File: src/rtl/pbit_array_gibbs.sv
`default_nettype none
// ============================================================================
// Module   : pbit_array_gibbs
// Brief    : Array of LFSR-driven stochastic bits with parallel or
//            round-robin Gibbs update and a sweep-complete strobe.
// Revision : 1.0 - initial release
// ============================================================================
module pbit_array_gibbs #(
    parameter int          N_PBITS = 4,
    parameter int          W       = 8,
    parameter logic [15:0] SEED    = 16'hACE1,
    localparam int         IDX_W   = (N_PBITS > 1) ? $clog2(N_PBITS) : 1
) (
    input  logic                 clk,
    input  logic                 reset,
    input  logic                 en,
    input  logic                 mode,
    input  logic [1:0]           gain,
    input  logic [N_PBITS*W-1:0] in_vals,
    output logic [N_PBITS-1:0]   out,
    output logic [IDX_W-1:0]     upd_idx,
    output logic                 sample_valid,
    output logic                 sweep_done
);

    // Three guard bits hold the <<2 result without wrap before clamping.
    localparam int                    SW       = W + 3;
    localparam logic [IDX_W-1:0]      LAST_IDX = IDX_W'(N_PBITS - 1);
    localparam logic signed [SW-1:0]  SAT_MAX  = SW'((1 << (W - 1)) - 1);
    localparam logic signed [SW-1:0]  SAT_MIN  = SW'(-(1 << (W - 1)));

    logic [N_PBITS-1:0] w_sel;
    logic [N_PBITS-1:0] w_hit;

    for (genvar i = 0; i < N_PBITS; i++) begin : g_ch
        localparam logic [15:0] SEED_MIX = SEED ^ 16'(i * 32'h9E37);
        localparam logic [15:0] SEED_I   = (SEED_MIX == 16'd0) ? 16'd1 : SEED_MIX;

        logic [15:0]          r_lfsr;
        logic signed [W-1:0]  w_in;
        logic signed [W-1:0]  w_rng;
        logic signed [W-1:0]  w_scaled;
        logic signed [SW-1:0] w_ext;
        logic signed [SW-1:0] w_shift;

        assign w_sel[i] = en && (!mode || (upd_idx == IDX_W'(i)));
        assign w_in     = in_vals[i*W +: W];
        assign w_ext    = {{3{w_in[W-1]}}, w_in};
        assign w_rng    = r_lfsr[W-1:0];

        always_comb begin
            case (gain)
                2'd0:    w_shift = w_ext;
                2'd1:    w_shift = w_ext >>> 1;
                2'd2:    w_shift = w_ext <<< 1;
                default: w_shift = w_ext <<< 2;
            endcase
        end

        always_comb begin
            if (w_shift > SAT_MAX) begin
                w_scaled = W'(SAT_MAX);
            end else if (w_shift < SAT_MIN) begin
                w_scaled = W'(SAT_MIN);
            end else begin
                w_scaled = W'(w_shift);
            end
        end

        // The sample uses the pre-step LFSR value.
        assign w_hit[i] = (w_scaled > w_rng);

        always_ff @(posedge clk) begin
            if (reset) begin
                r_lfsr <= SEED_I;
            end else if (w_sel[i]) begin
                r_lfsr <= {r_lfsr[14:0], r_lfsr[15] ^ r_lfsr[13] ^ r_lfsr[12] ^ r_lfsr[10]};
            end
        end
    end

    always_ff @(posedge clk) begin
        if (reset) begin
            out          <= '0;
            upd_idx      <= '0;
            sample_valid <= 1'b0;
            sweep_done   <= 1'b0;
        end else begin
            out          <= (out & ~w_sel) | (w_hit & w_sel);
            sample_valid <= en;
            sweep_done   <= en && (!mode || (upd_idx == LAST_IDX));
            // Parallel mode pins the pointer, discarding any partial sweep.
            if (!mode) begin
                upd_idx <= '0;
            end else if (en) begin
                upd_idx <= (upd_idx == LAST_IDX) ? '0 : upd_idx + 1'b1;
            end
        end
    end

endmodule
`default_nettype wire

File: config.mk
export PLATFORM = sky130hd
export DESIGN_NAME = pbit_array_gibbs
export DESIGN_NICKNAME = d
export VERILOG_FILES = /design/src/rtl/pbit_array_gibbs.sv
export SDC_FILE = /design/constraint.sdc
export NUM_CORES = 1
export LEC_CHECK = 0
export BUFFER_PORTS_ARGS = -buffer_cell sky130_fd_sc_hd__buf_2
export CAP_MARGIN = 5
export CORE_MARGIN = 4
export CORE_UTILIZATION = 29
export DETAILED_ROUTE_END_ITERATION = 8
export SYNTH_ARGS = -nofsm -noshare
export SYNTH_HDL_FRONTEND = slang
export SYNTH_SLANG_ARGS = --single-unit
File: constraint.sdc
create_clock -name clk -period 2 [get_ports clk]
set_input_delay 0.2 -clock clk [delete_from_list [all_inputs] [get_ports clk]]
set_output_delay 0.2 -clock clk [all_outputs]
set_load 0.01 [all_outputs]
### After elaboration in Yosys (flattened, before gate mapping)

Index checks and enable logic that the tools add are counted.

| operators by class | value |
|---|---|
| $add $sub $neg | 1 |
| order comparisons | 12 |
| equal/unequal tests | 5 |
| mux-type cells | 13 |
| bitwise operators | 17 |
| reductions and logical operators | 12 |

Operators with widths:

| cell | number |
|---|---|
| one-hot mux 9 bit (3 select lines) | 4 |
| 2-to-1 mux 8 bit | 8 |
| greater-than comparator 10 x 8 -> 1 bit (second input constant) | 4 |
| less-than comparator 10 x 8 -> 1 bit (second input constant) | 4 |
| greater-than comparator 8 bit | 4 |
| bitwise XOR 1 bit | 12 |
| AND 4 bit | 2 |
| equality test 2 bit (second input constant) | 3 |
| equality test 2 x 1 -> 1 bit (second input constant) | 2 |
| logical AND 1 bit | 4 |
| zero test 2 bit | 2 |
| logical OR 1 bit | 4 |
| inverter 4 bit | 1 |
| bitwise OR 4 bit | 1 |
| adder 2 x 1 -> 2 bit (second input constant) | 1 |
| 2-to-1 mux 2 bit | 1 |
| OR reduction 2 bit | 1 |
| zero test 1 bit | 1 |
| inverter 1 bit | 1 |

| word-level totals | value |
|---|---|
| register bits | 72 |
| bits of input ports | 38 |
| output and inout bits | 8 |
| logic and storage cells | 68 |

### Longest topological paths before layout

Gate-level depths: netlist (run 1).

| logic depth | value |
|---|---|
| depth in word-level cells | 8 |
| mapped depth | 12 |
| mapped depth without buffers | 11 |

### Worst setup path after synthesis (run 1)

Ideal clock, no wire load.

| path | value |
|---|---|
| kind | input-to-reg |
| start | in gain[1] |
| end | reg (tool-made name) |
| library setup time | 0.093 ns |
| data arrival time | 1.855 ns |
| data required time | 1.907 ns |
| setup slack | 0.052 ns |
| stages | 10 |
| path through | buf_6 mux4_2 nor2_1 o21ai_1 ha_1 nand4_1 nor2_1 nor4b_1 o21ai_1 o311ai_2 |

RTL lines:

| item | line | RTL |
|---|---|---|
| start: declaration | 18 | `input logic [1:0] gain,` |

==> run metrics, run 1 <==
synth cell count leaders=156 x nand2_1, 80 x a21oi_1, 72 x dfxtp_1; post-DP HPWL=8580 um; setup ws final=around 130 ps; worst hold path cell count=3; Die Y-Extent=around 140 um; outcome=finished clean; H-tree levels=3; Hold WS=167 ps; Net Count, Synth=731; fin cells=935; sequential fraction of the synthesis area=approximately 29%; Core Rows=47; clock root buffer=clkbuf_16; Hold Crit Class=in -> reg; nets=a little under 800; WL/cell=around 12 um; Overflow after GRT=0; post-route antenna net violation count=0; Finished Cell Area=roughly 5800 um^2; asr flop ratio synth=0%; Final GP Congestion=about 0.87; synth warn=0; VDD IR max=0.371 mV; CTS tree=built; initial antenna violation count=3; Pins Over Slew Limit=0; unrepaired setup endpoints after global routing=yes; dominant synthesized flop cell=dfxtp_1; worst relative slew slack=a little over two fifths; leading area contributor after synthesis=dfxtp_1; vias in the first global route=a little over 4000; IO Pins=46; Mean Syn Cell Area=7.51 um^2; crit path DAT=around 2100 ps; Crit. End Element=flop; GRT Total Usage=12.3%; Slew @ Worst Pin=853 ps; DP Area=between 5000 and 6000 um^2; 1st-pass router iterations=4; required time worst endpoint=~2200 ps; clock buffer depth=2; share of the synthesized area in the top cell type=29.2%; pwr/cell area=slightly below 700 nW/um^2; max frequency=approximately 530 MHz; Crit Path Class=in -> reg; Reg2Reg Depth=6; setup violators final=0; Yosys reg bits=72; pre-CTS setup slack=-233 ps; largest net degree at the start of global routing=47; Synth area leaders=dfxtp_1 29%, nand2_1 12%, ha_1 9.1%; count leader, synth=nand2_1; clk sink count=between 70 and 80; Die W=138 um; layout cells sized above 1=~18%; worst clock skew=between 4 and 5 ps; first-pass GRT wire length=19800 um; area of the die=between 15000 and 20000 um^2; DP Cell Count=between 900 and 1000; Cell variety after synth=39; cell count after synthesis=~660; First DRT Iteration DRCs=approximately 240; Post-Route WL=between 10000 and 15000 um; reg2reg end=g_ch[3].r_lfsr[11]$_SDFFE_PP0P_; Area Growth Syn to Fin=17.5%; EDFF count, synth=0; routed vias=around 4400; post-CTS setup buffers=0; leakage power=0.00249 uW; reg2reg start=upd_idx[0]$_SDFFE_PP0P_; Core ar.=about 17000 um^2; Clock Latency Late Sink=between 300 and 400 ps; minimum clock period=about 1900 ps; max cap viols=0; synthesized cell area=roughly 4900 um^2; Hold Vio Cnt, Final=0; cts bufs inserted=9; DR DRC count=0; Hold Path Origin=mode; Via density=~4.7; Reg2Reg Setup Slack=300 ps; Reg clk slew, reported paths=60 ps; Hold Path End=upd_idx[0]$_SDFFE_PP0P_; Worst Path Max Fanout=18; critical path launch point type=input port; port bufs=45; period utilization=93.6%; initial core utilization=between 20 and 30%
per-layer routing:
metal  track usage, %  wire, um
met5                0        14
met4             3.48       129
met3             4.35       848
met2             18.3      4990
met1             16.8      5640
area by class of cell:
class | instances | area (um^2)
fillers | 1729 | 10800
multi-input cells | 503 | 3090
flip-flops and latches | 72 | 1440
repair buffers | 87 | 586
well taps | 220 | 275
clock buffers | 13 | 250
inverters | 36 | 135
clock inverters | 3 | 17.5
diodes | 1 | 2.50
cells in the final DEF, fill, tap and decap left out, types with 8 or more instances in the layout:
cell type  netlist  final
a21oi_1         80     79
buf_2           18     45
buf_4           10     37
clkbuf_16        0      9
dfxtp_1         72     72
ha_1            36     36
inv_1           34     34
mux2i_1         10     10
mux4_2          12     12
nand2_1        156    156
nand3b_1        30     30
nand4_1          8      8
nor2_1          45     45
nor2b_1          9      9
o21ai_0         17     16
o21ai_1         35     36
xnor2_1         12     12
flip-flops by register name (all words and copies together) (netlist names), named ones only:
name          cells
g_ch.r_lfsr      64
upd_idx           2
sweep_done        1
sample_valid      1
timing repair:
item,CTS,global route
endpoints found under the hold margin,0,0
gates resized for setup,0,5
setup endpoints to repair,0,3
hold buffers,0,0
critical path: stages:
cell and delay [ps]:
buf_2 120, buf_12 170, mux4_2 530, nor2_1 100, o21ai_1 70, ha_1 310, a21oi_1 170, a21oi_1 120
o21ai_1 170, o311ai_2 110
report_power, final:
| group | internal, uW | switching [uW] |
|---|---|---|
| sequential | 1530 | 66.6 |
| combinational | 430 | 504 |
| clock | 870 | 591 |
worst max-delay path by stage:
stage / start / end / slack (ps)
after floorplan: gain[1] / flop / 50
after global placement: gain[0] / flop / -190
after detailed placement: gain[1] / flop / -230
after CTS: gain[1] / flop / 90
after global routing: gain[1] / flop / -10
final: gain[1] / flop / 130
through the flow:
step / TNS, ps / utilization, % / power [uW]
after floorplan: 0 / - / 2300
after global placement: -695 / 33.1 / 2550
after detailed placement: -801 / 33.1 / 2560
after CTS: 0 / 34.7 / 4040
after global routing: -12.1 / 34.8 / 4250
final: 0 / 34.8 / 3990
cell families (layout without fill, tap and decap cells):
group	after synthesis	after routing	synth area share, %
other	0	1	0
multiplexers	22	22	7.51
XOR/XNOR	12	12	2.13
adder cells (fa/ha/maj)	36	36	9.13
flip-flops	72	72	29.2
buffers and inverters	82	139	8.37
AND/OR/NAND/NOR	273	273	25.3
AO/OA/AOI/OAI	160	160	18.3
(Power assumes the default switching activity.)
==> inputs of run 2 (changes only) <==
--- a/config.mk
+++ b/config.mk
@@ -7,9 +7,12 @@
 export LEC_CHECK = 0
 export BUFFER_PORTS_ARGS = -buffer_cell sky130_fd_sc_hd__buf_2
 export CAP_MARGIN = 5
+export CELL_PAD_IN_SITES_DETAIL_PLACEMENT = 1
+export CELL_PAD_IN_SITES_GLOBAL_PLACEMENT = 1
 export CORE_MARGIN = 4
 export CORE_UTILIZATION = 29
 export DETAILED_ROUTE_END_ITERATION = 8
+export PLACE_DENSITY_LB_ADDON = 0.1
 export SYNTH_ARGS = -nofsm -noshare
 export SYNTH_HDL_FRONTEND = slang
 export SYNTH_SLANG_ARGS = --single-unit
==> run metrics, run 2 (synthesis results as in run 1) <==
minimum clock period=1940 ps (was 1870 ps); pwr/cell area=703 nW/um^2 (was 688 nW/um^2); Crit. End Element=flop (unchanged); leakage power=0.00258 uW (was 0.00249 uW); max cap viols=0 (unchanged); Via density=4.94 (was 4.72); CTS tree=built (unchanged); Clock Latency Late Sink=330 ps (was 340 ps); crit path DAT=2140 ps (was 2080 ps); Post-Route WL=13300 um (was 11600 um); GRT Total Usage=13.7% (was 12.3%); clock buffer depth=2 (unchanged); IO Pins=46 (unchanged); post-DP HPWL=9970 um (was 8580 um); Top Family by Delay on Critical Path=compound AO/OA/AOI/OAI gates (unchanged); First DRT Iteration DRCs=209 (was 241); Hold Path End=upd_idx[1]$_SDFFE_PP0P_ (was upd_idx[0]$_SDFFE_PP0P_); Die W=138 um (unchanged); post-route antenna net violation count=0 (unchanged); crit-path max cell delay=270 ps (was 530 ps); layout cells sized above 1=19.9% (was 17.5%); setup violators final=0 (unchanged); port bufs=45 (unchanged); Area Growth Syn to Fin=21.7% (was 17.5%); max frequency=516 MHz (was 534 MHz); slowest CP cell=ha_1 (was mux4_2); initial antenna violation count=0 (was 3); Hold WS=169 ps (was 167 ps); clk sink count=72 (unchanged); DR DRC count=0 (unchanged); first-pass GRT wire length=22500 um (was 19800 um); CP dominant cell by count=o21ai_1; # diodes=0 (was 1); worst relative slew slack=49.1% (was 43.1%); worst path bufs/invs=3 (was 2); Core Rows=47 (unchanged); Reg2Reg Depth=6 (unchanged); reg2reg end=g_ch[2].r_lfsr[11]$_SDFFE_PP0P_ (was g_ch[3].r_lfsr[11]$_SDFFE_PP0P_); critical path launch point type=input port (unchanged); H-tree levels=3 (unchanged); required time worst endpoint=2200 ps (was 2210 ps); cts bufs inserted=9 (unchanged); routed vias=4663 (was 4412); most frequent cells in the layout=156 x nand2_1, 76 x a21oi_1, 72 x dfxtp_1 (was 156 x nand2_1, 79 x a21oi_1, 72 x dfxtp_1); area of the die=19200 um^2 (unchanged); Worst Path Max Fanout=6 (was 18); commonest non-fill, non-tap cell in the layout=nand2_1 (unchanged); pre-CTS setup slack=-247 ps (was -233 ps); Core ar.=16600 um^2 (unchanged); 1st-pass router iterations=4 (unchanged); clock root buffer=clkbuf_16 (unchanged); worst clock skew=4.17 ps (was 4.73 ps); Final GP Congestion=0.767 (was 0.865); Pins Over Slew Limit=0 (unchanged); Crit Path Class=in -> reg (unchanged); unrepaired setup endpoints after global routing=yes (unchanged); Reg clk slew, reported paths=50 ps (was 60 ps); initial core utilization=29.7% (unchanged); setup TNS=0 ps (unchanged); Overflow after GRT=0 (unchanged); Hold Vio Cnt, Final=0 (unchanged); Die Y-Extent=138 um (unchanged); reg2reg start=upd_idx[0]$_SDFFE_PP0P_ (unchanged); period utilization=96.9% (was 93.6%); Reg2Reg Setup Slack=350 ps (was 300 ps); Slew @ Worst Pin=764 ps (was 853 ps); Hold Path Origin=mode (unchanged); max reg flops=64 (unchanged); Hold Crit Class=in -> reg (unchanged); worst hold path cell count=3 (unchanged); vias in the first global route=4655 (was 4027); hold buffers post-CTS=0 (unchanged); VDD IR max=0.415 mV (was 0.371 mV); nets=793 (was 783); outcome=finished clean (unchanged); CP Cell Sequence=buf_4 -> buf_12 -> buf_4 -> mux2i_1 -> o21ai_1 -> nor2_1 -> o21ai_1 -> ha_1 -> nor2b_1 -> o211ai_1 -> a21oi_2 -> o21ai_1 -> o311ai_1 (was buf_2 -> buf_12 -> mux4_2 -> nor2_1 -> o21ai_1 -> ha_1 -> a21oi_1 -> a21oi_1 -> o21ai_1 -> o311ai_2); top flop regs=g_ch.r_lfsr x64, upd_idx x2 (unchanged); WL/cell=14.1 um (was 12.4 um); largest net degree at the start of global routing=43 (was 47); setup ws final=61.1 ps (was 127 ps); Biggest register=g_ch.r_lfsr (unchanged)
[run 2: where the power goes]
| part | total, uW | internal, uW | switching [uW] |
|---|---|---|---|
| sequential | 1600 | 1530 | 72.2 |
| combinational | 1000 | 460 | 542 |
| clock | 1620 | 1040 | 584 |
[run 2: final cells by class]
type	count	area, um^2
Clock buffer	14	264
Clock inverter	2	37.5
Fill cell	2040	10600
Inverter	36	135
Multi-Input combinational cell	503	3120
Sequential cell	72	1440
Tap cell	220	275
Timing Repair Buffer	97	729
[run 2: per-layer routing]
metal | up-vias | global-route usage [%] | routed length (um)
met4 | 0 | 4.11 | 180
met3 | 15 | 2.18 | 354
met1 | 2233 | 20.0 | 6910
met2 | 51 | 20.6 | 5830
met5 | - | 0 | 0
li1 | 2364 | - | -
[run 2: worst max path at each step]
stage / endpoint / slack (ps) / startpoint / cells after the start
5_1_grt: flop / -80 / gain[0] / 13
3_3_place_gp: flop / -190 / gain[1] / 11
2_1_floorplan: flop / 50 / gain[1] / 10
3_5_place_dp: flop / -250 / gain[1] / 11
6_report: flop / 60 / gain[0] / 13
4_1_cts: flop / 80 / gain[1] / 11
[run 2: through the flow]
stage / util (%) / cells / total power, uW / instance area, um^2
floorplan: - / 657 / 2300 / 4930
global placement: 33.5 / 924 / 2570 / 5580
detailed placement: 33.5 / 924 / 2610 / 5580
CTS: 35.3 / 940 / 4260 / 5880
global route: 36.1 / 944 / 4510 / 6010
finish: 36.1 / 944 / 4220 / 6010
[run 2: repair_timing]
action / CTS / global route
setup endpoints to repair: 0 / 5
setup buffers: 0 / 2
resized for setup: 0 / 20
[run 2: worst register-to-register path, stage by stage, from the launching register on]
cell	delay [ps]
dfxtp_1	410
inv_1	90
ha_1	230
o21ai_2	400
buf_4	230
nand2_1	60
a21oi_1	140
